--- src/rtl/debounce_pkg.sv ---
// Shared types and limits for the debounce synchronizer slice.
// The optional preset input is enabled with DEBOUNCE_PRESET_EN.
package debounce_pkg;
  typedef enum logic [1:0] {
    STABLE_LOW  = 2'b00,
    CHECK_HIGH  = 2'b01,
    STABLE_HIGH = 2'b10,
    CHECK_LOW   = 2'b11
  } db_state_t;

  localparam int SYNC_STAGES_MIN     = 2;
  localparam int SYNC_STAGES_MAX     = 4;
  localparam int DEBOUNCE_CYCLES_MIN = 2;
endpackage

--- src/rtl/debounce_synchronizer_sync_chain.sv ---
// Plain flop chain bringing an async input into the clock domain.
// With DEBOUNCE_PRESET_EN the chain also has an async set (reset wins).
module sync_chain
  import debounce_pkg::*;
#(
  parameter int STAGES = SYNC_STAGES_MIN
) (
  input  logic i_clk,
  input  logic i_rst_n,
`ifdef DEBOUNCE_PRESET_EN
  input  logic i_set_n,
`endif
  input  logic i_d,
  output logic o_q
);
  logic [STAGES-1:0] r_chain;

`ifdef DEBOUNCE_PRESET_EN
  always_ff @(posedge i_clk or negedge i_rst_n or negedge i_set_n) begin
    if (!i_rst_n)     r_chain <= '0;
    else if (!i_set_n) r_chain <= '1;
    else              r_chain <= {r_chain[STAGES-2:0], i_d};
  end
`else
  always_ff @(posedge i_clk or negedge i_rst_n) begin
    if (!i_rst_n) r_chain <= '0;
    else          r_chain <= {r_chain[STAGES-2:0], i_d};
  end
`endif

  assign o_q = r_chain[STAGES-1];
endmodule

--- src/rtl/debounce_synchronizer.sv ---
// Synchronise + debounce an async input; clean level and one-cycle edge pulses.
// Define DEBOUNCE_PRESET_EN to add the async active-low preset_neg input.
module debounce_synchronizer
  import debounce_pkg::*;
#(
  parameter int SYNC_STAGES     = 2,
  parameter int DEBOUNCE_CYCLES = 16
) (
  input  logic clock_pos,
  input  logic reset_neg,
`ifdef DEBOUNCE_PRESET_EN
  input  logic preset_neg,
`endif
  input  logic signal_in,
  output logic signal_out,
  output logic signal_out_neg,
  output logic rise_pulse,
  output logic fall_pulse
);
  localparam int COUNT_WIDTH = $clog2(DEBOUNCE_CYCLES) + 1;
  localparam logic [COUNT_WIDTH-1:0] CNT_LAST = COUNT_WIDTH'(DEBOUNCE_CYCLES - 1);
  localparam logic [COUNT_WIDTH-1:0] CNT_ONE  = COUNT_WIDTH'(1);

  if (SYNC_STAGES < SYNC_STAGES_MIN || SYNC_STAGES > SYNC_STAGES_MAX) begin : g_bad_sync
    $error("debounce_synchronizer: SYNC_STAGES out of range 2..4");
  end
  if (DEBOUNCE_CYCLES < DEBOUNCE_CYCLES_MIN) begin : g_bad_deb
    $error("debounce_synchronizer: DEBOUNCE_CYCLES below minimum of 2");
  end

  logic                   w_sync;
  db_state_t              r_state;
  logic [COUNT_WIDTH-1:0] r_count;
  logic                   r_out;
  logic                   r_rise;
  logic                   r_fall;

  sync_chain #(.STAGES(SYNC_STAGES)) u_sync (
    .i_clk   (clock_pos),
    .i_rst_n (reset_neg),
`ifdef DEBOUNCE_PRESET_EN
    .i_set_n (preset_neg),
`endif
    .i_d     (signal_in),
    .o_q     (w_sync)
  );

  // r_count holds how many consecutive new-level samples have been seen in CHECK_*.
`ifdef DEBOUNCE_PRESET_EN
  always_ff @(posedge clock_pos or negedge reset_neg or negedge preset_neg) begin
`else
  always_ff @(posedge clock_pos or negedge reset_neg) begin
`endif
    if (!reset_neg) begin
      r_state <= STABLE_LOW;
      r_count <= '0;
      r_out   <= 1'b0;
      r_rise  <= 1'b0;
      r_fall  <= 1'b0;
    end
`ifdef DEBOUNCE_PRESET_EN
    else if (!preset_neg) begin
      r_state <= STABLE_HIGH;
      r_count <= '0;
      r_out   <= 1'b1;
      r_rise  <= 1'b0;
      r_fall  <= 1'b0;
    end
`endif
    else begin
      r_rise <= 1'b0;
      r_fall <= 1'b0;
      case (r_state)
        STABLE_LOW: begin
          if (w_sync) begin
            r_state <= CHECK_HIGH;
            r_count <= CNT_ONE;
          end else begin
            r_count <= '0;
          end
        end
        CHECK_HIGH: begin
          if (!w_sync) begin
            r_state <= STABLE_LOW;
            r_count <= '0;
          end else if (r_count == CNT_LAST) begin
            r_state <= STABLE_HIGH;
            r_out   <= 1'b1;
            r_rise  <= 1'b1;
            r_count <= '0;
          end else begin
            r_count <= r_count + CNT_ONE;
          end
        end
        STABLE_HIGH: begin
          if (!w_sync) begin
            r_state <= CHECK_LOW;
            r_count <= CNT_ONE;
          end else begin
            r_count <= '0;
          end
        end
        CHECK_LOW: begin
          if (w_sync) begin
            r_state <= STABLE_HIGH;
            r_count <= '0;
          end else if (r_count == CNT_LAST) begin
            r_state <= STABLE_LOW;
            r_out   <= 1'b0;
            r_fall  <= 1'b1;
            r_count <= '0;
          end else begin
            r_count <= r_count + CNT_ONE;
          end
        end
      endcase
    end
  end

  assign signal_out     = r_out;
  assign signal_out_neg = ~r_out;
  assign rise_pulse     = r_rise;
  assign fall_pulse     = r_fall;
endmodule
--- config.mk ---
export PLATFORM = sky130hd
export DESIGN_NAME = debounce_synchronizer
export DESIGN_NICKNAME = d
export VERILOG_FILES = /design/src/rtl/debounce_pkg.sv /design/src/rtl/debounce_synchronizer_sync_chain.sv /design/src/rtl/debounce_synchronizer.sv
export SDC_FILE = /design/constraint.sdc
export NUM_CORES = 1
export LEC_CHECK = 0
export ABC_CLOCK_PERIOD_IN_PS = 1900
export CAP_MARGIN = 20
export CORE_AREA = 2 2 42 44
export CTS_CLUSTER_DIAMETER = 50
export DETAILED_ROUTE_END_ITERATION = 7
export DIE_AREA = 0 0 44 46
export SETUP_SLACK_MARGIN = 0.5
export SLEW_MARGIN = 20
export SYNTH_ARGS = -nofsm -noshare
export SYNTH_HDL_FRONTEND = slang
export SYNTH_SLANG_ARGS = --single-unit
export TNS_END_PERCENT = 20
--- constraint.sdc ---
create_clock -name clock_pos -period 1.9 [get_ports clock_pos]
set_clock_uncertainty 0.2 [all_clocks]
set_input_delay 0.19 -clock clock_pos [delete_from_list [all_inputs] [get_ports clock_pos]]
set_output_delay 0.19 -clock clock_pos [all_outputs]
set_load 0.01 [all_outputs]
==> impl_metrics.py <==
metrics = {
    "sta": {
        "slew_headroom_pct": 65.1,
        "rsz0062_at_grt": "yes",
        "maxSlewViolCount": 0,
        "timing.fmax_mhz": 637,
        "finalCritPeriodShare_pct": 82.6,
        "setup_viol": 0,
        "fin_crit_ns": 1.57,
        "hold_viol_final": 0,
        "worst_slew_pin_slew_ns": 0.522,
        "fin_setup_tns_ns": 0,
    },
    "detailed_routing": {
        "ant_nets": 0,
        "post-route-drc-count": 0,
        "top_layer": "met4",
        "m1WireLength_um": 407,
        "route.detailed.wl_per_inst_um": 11.8,
        "met3WireLength_um": 45,
        "vias": 315,
        "wl_met2_um": 345,
        "totalWireLength_um": 816,
        "via_per_inst": 4.57,
        "drt_iter0_drc": 3,
        "dr.pass1.iters": 4,
    },
    "clock_tree": {
        "cts_buffers": 3,
        "clk_latency_ns": 0.27,
        "h-tree-depth": 1,
        "clockBufferDepth": 2,
        "clk_pin_slew_ns": 0.07,
        "ctsRootBufferMaster": "clkbuf_4",
        "cts_num_sinks": 12,
        "tritoncts": "yes",
    },
    "place": {
        "gp_congestion": 0.716,
        "hpwlAfterDp_um": 564,
        "io_buffers": 6,
        "placed_area_um2": 578,
    },
    "synth": {
        "synth_cells": 39,
        "ys_seq_elements": 12,
        "synthDistinctLibCells": 18,
        "syn-num-nets": 43,
        "yosys_warnings": 0,
        "syn_area_um2": 494,
        "syn_area_per_cell_um2": 12.7,
        "yosysSeqAreaShare_pct": 60.8,
    },
    "die": {
        "die_h_um": 46,
        "ioPinCount": 7,
        "rows": 15,
        "start_util_pct": 30.6,
        "die_area_um2": 2020,
        "core-area_um2": 1610,
        "die_w_um": 44,
    },
    "critical_path": {
        "critPathBufInv": 0,
        "cp_top_family": "flip-flops",
        "critPathKind": "flip-flop to flip-flop",
        "slowest_delay_ns": 0.43,
        "cpMaxStageDelayCell": "dfrtp_1",
        "critPathLaunchType": "flip-flop",
        "required_ns": 1.86,
        "critPathMaxFanout": 5,
        "worstPathCellList": "ha_4 > and4b_4 > nand2_4 > mux2_4",
        "worstPathArrival_ns": 1.53,
        "end_kind": "flip-flop",
    },
    "global_route": {
        "gr-total-overflow": 0,
        "grt_pass1_vias": 281,
        "grt_start_max_net_pins": 13,
        "grt_pass1_wl_um": 1250,
        "track_usage_pct": 9.03,
        "antenna_found_initial": 0,
    },
    "final_layout": {
        "regArea_um2": 300,
        "antenna_cells": 0,
        "final_common_cell": "dfrtp_1",
        "most-common-layout-cells": "12 x dfrtp_1, 4 x a21oi_1, 4 x clkdlybuf4s50_1",
        "stdcell_area_um2": 644,
        "area_delta_synth_final_pct": 30.4,
        "drive_gt1_share_pct": 26.9,
        "multi_input_area_um2": 199,
        "nFillCells": 159,
        "fin_nets": 57,
    },
    "power_and_ir_drop": {
        "p_leak_uw": 0.000286,
        "ir_worst_vdd_uv": 604,
        "power_density_nw_per_um2": 770,
    },
    "run": {
        "cap_viol_max_count": 0,
    },
    "status": {
        "status": "finished, final reports clean",
    },
    "min_path": {
        "min_path_type": "input port to asynchronous set/reset pin",
    },
}
[metal layers]
| layer | track usage, % | up-vias |
|---|---|---|
| met2 | 12.1 | 8 |
| met1 | 12.1 | 145 |
| li1 | - | 160 |
| met3 | 3.57 | 2 |
| met4 | 5.45 | 0 |
| met5 | 0 | - |
[where the power goes]
group,leakage (µW),internal [µW],switching [µW]
logic,0.000106,15.4,11.8
clock network,0.0000210,117,82.4
registers,0.000158,261,8.61
total,0.000286,393,103
[repair_timing]
item | CTS | global route
resized for setup | 2 | 1
setup buffers | 0 | 3
setup endpoints to repair | 7 | 8
hold buffers | 0 | 0
hold endpoints to repair | 0 | 0
[registers in the layout, summed over array words and instances, names as in the netlist, named ones only]
name and flops:
u_sync.r_chain 2, r_state 1, rise_pulse 1, fall_pulse 1, r_count 5, signal_out 1
[cells by family (layout without fill, tap and decap cells)]
kind of cell | count (synthesis) | count (layout) | synth area share (%)
AOI/OAI and AO/OA | 6 | 6 | 7.09
xor gates and xnor gates | 2 | 2 | 3.54
adders and majority gates | 1 | 1 | 2.53
buffers and inverters | 2 | 15 | 1.52
DFF | 12 | 12 | 60.8
muxes | 2 | 2 | 5.32
and+or+nand+nor | 14 | 14 | 19.2
[Yosys cell counts (all sizes together)]
library cell / n / area, µm²
a21oi: 4 / 20.0
and4b: 1 / 13.8
nor3: 1 / 5.00
mux2: 2 / 26.3
inv: 2 / 7.51
ha: 1 / 12.5
dfrtp: 12 / 300
nor3b: 2 / 15.0
a31oi: 1 / 6.26
xnor2: 2 / 17.5
nand2: 3 / 18.8
nor2: 2 / 7.51
nand2b: 2 / 20.0
nand3: 3 / 15.0
a31o: 1 / 8.76
[metrics by stage]
stage               setup WS (ns)  instances  utilization [%]  hold WS, ns  total power [µW]
finish                      0.331         69             39.9       0.0570               496
global route                0.299         69             39.9        0.115               521
CTS                         0.320         66             37.9       0.0760               495
detailed placement          0.334         62             35.8        0.136               295
global placement            0.349         62             35.8        0.133               294
floorplan                   0.374         39                -       -0.306               282
[worst paths after layout]
check | startpoint | to | slack, ns | depth (start not counted)
worst max-delay path | r_count[0]$_DFF_PN0_ | flip-flop | 0.33 | 4
worst min-delay path | reset_neg | signal_out$_DFFE_PN0P_ | 0.06 | 1
worst max register to register | r_count[0]$_DFF_PN0_ | flip-flop | 0.33 | 4
worst min register to register | u_sync.r_chain[0]$_DFF_PN0_ | u_sync.r_chain[1]$_DFF_PN0_ | 0.15 | 0
max in group asynchronous | reset_neg | fall_pulse$_DFF_PN0_ | 1.09 | 1
min in group clock_pos | u_sync.r_chain[0]$_DFF_PN0_ | u_sync.r_chain[1]$_DFF_PN0_ | 0.15 | 0
[layout make-up]
| cell class | count | area share (%) |
|---|---|---|
| sequential | 12 | 46.6 |
| inverter | 2 | 1.17 |
| multi-input combinational | 25 | 30.9 |
| tap | 17 | 3.30 |
| timing repair buffer | 9 | 12.4 |
| clock buffer | 4 | 5.63 |
Power figures use the tool's default switching activity.
